[src/rtl/bus_ctrl_pipe.sv]
// Microcode sequencer: accepts opcodes, walks {opcode, step} through an external ROM and registers control fields.
// Optional BUS_CTRL_PIPE_STEP_LIMIT_EN forces an instruction end at step 7 and sets a sticky overrun flag.
module bus_ctrl_pipe (
    input  logic        Clock_In,
    input  logic        Reset_In,
    input  logic        Instr_Valid,
    input  logic [7:0]  Instr_Opcode,
    output logic        Instr_Ready,
    output logic [10:0] Rom_Addr,
    input  logic [31:0] Rom_Word,
    input  logic        Stall,
    input  logic        Flush,
    output logic [3:0]  Bus_Assert,
    output logic [3:0]  Bus_Load,
    output logic [2:0]  Xfer_Assert,
    output logic [3:0]  XferLoadDec,
    output logic [1:0]  Inc_PCRA,
    output logic [1:0]  Inc_SPSIDI,
    output logic [1:0]  LHS,
    output logic [1:0]  RHS,
    output logic [2:0]  AddrSel,
    output logic        Ctrl_Valid,
    output logic        Step_Overflow
);

    typedef enum logic {IDLE, RUN} state_t;

    // Control fields occupy Rom_Word[25:0] in output order; NOP parks PC increment and address select.
    localparam logic [25:0] NOP = 26'h381_0000;

    state_t      state;
    logic [7:0]  opcode_reg;
    logic [2:0]  step;
    logic [25:0] ctrl_q;
    logic        vld_q;
    logic        overrun;
    logic        end_eff;
    logic        accept;
    logic        unused_bits;

    assign unused_bits = ^Rom_Word[31:27];

    always_comb begin
        overrun = 1'b0;
`ifdef BUS_CTRL_PIPE_STEP_LIMIT_EN
        overrun = (state == RUN) && (step == 3'd7) && !Rom_Word[26];
`endif
        end_eff = Rom_Word[26] | overrun;
    end

    assign Instr_Ready = !Reset_In && !Flush && !Stall && ((state == IDLE) || end_eff);
    assign accept      = Instr_Valid && Instr_Ready;
    assign Rom_Addr    = {opcode_reg, step};

    always_ff @(posedge Clock_In) begin
        if (Reset_In) begin
            state      <= IDLE;
            step       <= 3'd0;
            opcode_reg <= 8'd0;
            ctrl_q     <= NOP;
            vld_q      <= 1'b0;
        end else if (Flush) begin
            state  <= IDLE;
            step   <= 3'd0;
            ctrl_q <= NOP;
            vld_q  <= 1'b0;
        end else if (!Stall) begin
            case (state)
                IDLE: begin
                    ctrl_q <= NOP;
                    vld_q  <= 1'b0;
                    if (accept) begin
                        opcode_reg <= Instr_Opcode;
                        step       <= 3'd0;
                        state      <= RUN;
                    end
                end
                default: begin
                    ctrl_q <= Rom_Word[25:0];
                    vld_q  <= 1'b1;
                    if (!end_eff) begin
                        step <= step + 3'd1;
                    end else if (accept) begin
                        // Last word of this instruction and the next accept share the edge.
                        opcode_reg <= Instr_Opcode;
                        step       <= 3'd0;
                    end else begin
                        state <= IDLE;
                    end
                end
            endcase
        end
    end

`ifdef BUS_CTRL_PIPE_STEP_LIMIT_EN
    logic ovf_q;
    always_ff @(posedge Clock_In) begin
        if (Reset_In)
            ovf_q <= 1'b0;
        else if (!Flush && !Stall && overrun)
            ovf_q <= 1'b1;
    end
    assign Step_Overflow = ovf_q;
`else
    assign Step_Overflow = 1'b0;
`endif

    assign Bus_Assert  = ctrl_q[3:0];
    assign Bus_Load    = ctrl_q[7:4];
    assign Xfer_Assert = ctrl_q[10:8];
    assign XferLoadDec = ctrl_q[14:11];
    assign Inc_PCRA    = ctrl_q[16:15];
    assign Inc_SPSIDI  = ctrl_q[18:17];
    assign LHS         = ctrl_q[20:19];
    assign RHS         = ctrl_q[22:21];
    assign AddrSel     = ctrl_q[25:23];
    assign Ctrl_Valid  = vld_q;

endmodule
[config.mk]
export PLATFORM = sky130hd
export DESIGN_NAME = bus_ctrl_pipe
export DESIGN_NICKNAME = d
export VERILOG_FILES = /design/src/rtl/bus_ctrl_pipe.sv
export SDC_FILE = /design/constraint.sdc
export NUM_CORES = 1
export LEC_CHECK = 0
export CORE_MARGIN = 2
export CORE_UTILIZATION = 40
export DETAILED_ROUTE_END_ITERATION = 16
export PLACE_DENSITY = 0.84
export SYNTH_ARGS = -nofsm -noshare
export SYNTH_HDL_FRONTEND = slang
export SYNTH_SLANG_ARGS = --single-unit
[constraint.sdc]
create_clock -name Clock_In -period 3.2 [get_ports Clock_In]
set_input_delay 0.64 -clock Clock_In [delete_from_list [all_inputs] [get_ports Clock_In]]
set_output_delay 0.64 -clock Clock_In [all_outputs]
set_load 0.005 [all_outputs]
==> metrics.md <==
| Metric | Value |
|---|---|
| First-pass GRT wire length | `6.396 mm` |
| Nets@finish | `279` |
| Core area | `3606 um2` |
| CP arrival | `2.11 ns` |
| Number of inserted diodes | `0` |
| Hold Fails Final Rpt | `0` |
| Leakage | `0.8635 nW` |
| Max-slew violation count | `0` |
| Met3 GRT Util | `6.250%` |
| Drt via density | `5.206` |
| Mapped Nets | `204` |
| Final Cycle Share | `~86%` |
| Die width | `64.68 um` |
| Hold path cells | `2` |
| H-tree lvl count | `2` |
| Port bufs | `78` |
| Syn_area_per_cell | `9.321 um2` |
| Cell variety after synth | `29` |
| Die height | `64.68 um` |
| Setup repair bufs after CTS | `0` |
| # setup viols final | `0` |
| Starting Density | `between 40 and 50%` |
| Pwr Density | `429.0 nW/um2` |
| Setup TNS Final | `0 ns` |
| Critical path class | `primary input to output port` |
| Register area | `780.7 um2` |
| VDD IR-drop max | `around 0.23 mV` |
| CP required | `2.56 ns` |
| Syn. warnings | `0` |
| Layout cells sized above 1 | `6.410%` |
| Worst-path clk slew | `0.07 ns` |
| Min Tclk post-route | `2.749 ns` |
| Met2 Use GR | `31.12%` |
| Hold WC Path Type | `flop to flop` |
| Outcome | `finished clean` |
| GPL Wtd Cong | `a little over 0.8` |
| Post_cts resized | `0` |
| CTS tree | `built` |
| Max Fclk | `363.7 MHz` |
| Antenna Nets Post-Route | `0` |
| R2R cell count | `4` |
| Post-Syn Instances | `158` |
| Largest net degree at the start of global routing | `39` |
| Hold Buf Count CTS | `0` |
| DRC | `0` |
| Post-DP HPWL | `2.680 mm` |
| Cts bufs inserted | `5` |
| Vias in the first global route | `approximately 1300` |
| Initial antenna violation count | `0` |
| Total wire length | `3.972 mm` |
| GR peak layer | `met2` |
| Clk buf depth | `2` |
| Max reg flops | `26` |
| Sequential share of the synthesized area | `53.02%` |
| Max-Cap Viols | `0` |
| Drt wl/cell | `~14 um` |
| Skew-Pair Late Insertion Delay | `slightly below 0.3 ns` |
| Crit path max fanout | `5` |
| Via count | `1468` |
| I/O pin cnt | `85` |
| Layout Cells excl Fill | `approximately 280` |
| CP Launch Type | `primary input` |
| Total track usage | `between 20% and 30%` |
| Flops & latches, synth | `39` |
| CTS Sinks | `39` |
| Pre-antenna DRT Iters | `4` |
| Area delta synth->final | `61.94%` |
| CP endpoint kind | `output port` |
| Synthesized area | `1473 um2` |
| Cell row count | `22` |
| Slew @ Worst Pin | `0.5161 ns` |
| Clock skew | `0.003366 ns` |
| Die ar. | `4183 um2` |
| Met1 Use GR | `25.68%` |
| Total grt overflow | `0` |
| Commonest non-fill, non-tap cell in the layout | `clkdlybuf4s50_1` |
| Slew HR | `65.44%` |
| Unrepaired setup endpoints after global routing | `false` |
| Fillers | `293` |
| Multi-input gate area | `604.3 um2` |
| Placed Instances | `274` |
| Commonest cells after routing, fill and taps aside | `clkdlybuf4s50_1 (78), dfxtp_1 (39), nor2_1 (25)` |
| CTS root buf | `clkbuf_8` |
| Initial DRC count | `approximately 240` |
==> area by class of cell <==
type | instances | area share, %
clock buffer | 6 | 3.463
clock inverter | 2 | 1.469
inverter | 3 | 0.4722
multi-input combinational | 102 | 25.34
sequential | 39 | 32.74
tap | 48 | 2.518
timing repair buffer | 82 | 34.00
==> per-layer routing <==
| layer | share of wire [%] | wire length (um) | vias up |
|---|---|---|---|
| met5 | 0 | 0 | - |
| met4 | 0.45 | 18 | 0 |
| met3 | 8.8 | 349 | 2 |
| met2 | 51 | 2044 | 60 |
| met1 | 39 | 1560 | 683 |
| li1 | - | - | 723 |
==> synthesized netlist by cell type <==
cell	count	area share (%)
ha_1	1	0.85
o21ai_0	1	0.34
nor2_1	25	6.4
nor3_1	2	0.68
nand2b_1	2	0.85
and2_1	1	0.43
or2_1	1	0.43
nand4_1	8	3.4
a32o_1	2	1.4
buf_4	1	0.51
nand2_1	14	3.6
buf_6	1	0.76
buf_1	1	0.25
a21oi_1	3	1.0
inv_1	2	0.51
mux2_2	1	0.76
or3b_1	1	0.59
nand3_1	1	0.34
dfxtp_1	39	53
a31oi_1	1	0.43
nor3b_2	1	0.85
nor2b_1	2	0.85
a22oi_1	22	11
o22ai_1	4	1.7
clkbuf_1	1	0.25
inv_2	1	0.25
buf_2	10	3.4
o311ai_1	8	4.8
conb_1	1	0.25
==> power breakdown <==
part | switching [mW] | internal [mW]
logic | 0.0398 | 0.0615
registers | 0.00336 | 0.491
clock network | 0.176 | 0.252
total | 0.219 | 0.804
==> final timing paths <==
check                                start           to  slack [ns]
worst max-delay path              Reset_In  Instr_Ready        0.45
worst min-delay path            Ctrl_Valid   Ctrl_Valid        0.47
worst max register to register       state      step[0]        1.85
worst min register to register  Ctrl_Valid   Ctrl_Valid        0.47
==> critical path, cell delays in order <==
cell and delay [ns]:
clkdlybuf4s50_1 0.48, or2_1 0.27, nor3_1 0.17, clkdlybuf4s50_1 0.54
==> metrics by stage <==
stage / utilization (%) / cell area, um2 / setup WS (ns) / hold slack, ns / power, mW
after floorplan: - / 1473 / 1.357 / 0.4609 / 0.5400
after global placement: 62.87 / 2267 / 0.4545 / 0.4534 / 0.6060
after detailed placement: 62.87 / 2267 / 0.4390 / 0.4609 / 0.6064
after CTS: 66.13 / 2385 / 0.4229 / 0.4726 / 1.031
after global routing: 66.13 / 2385 / 0.3941 / 0.4920 / 1.058
final: 66.13 / 2385 / 0.4506 / 0.4685 / 1.023
==> kinds of logic (layout without fill, tap and decap cells) <==
kind of cell / after synthesis / in the layout / synth area share (%)
AOI/OAI and AO/OA: 41 / 41 / 20.82
adders and majority gates: 1 / 1 / 0.8495
buffers and inverters: 17 / 93 / 5.947
DFF: 39 / 39 / 53.02
muxes: 1 / 1 / 0.7646
other: 1 / 1 / 0.2546
and+or+nand+nor: 58 / 58 / 18.35
(Power assumes the default switching activity.)
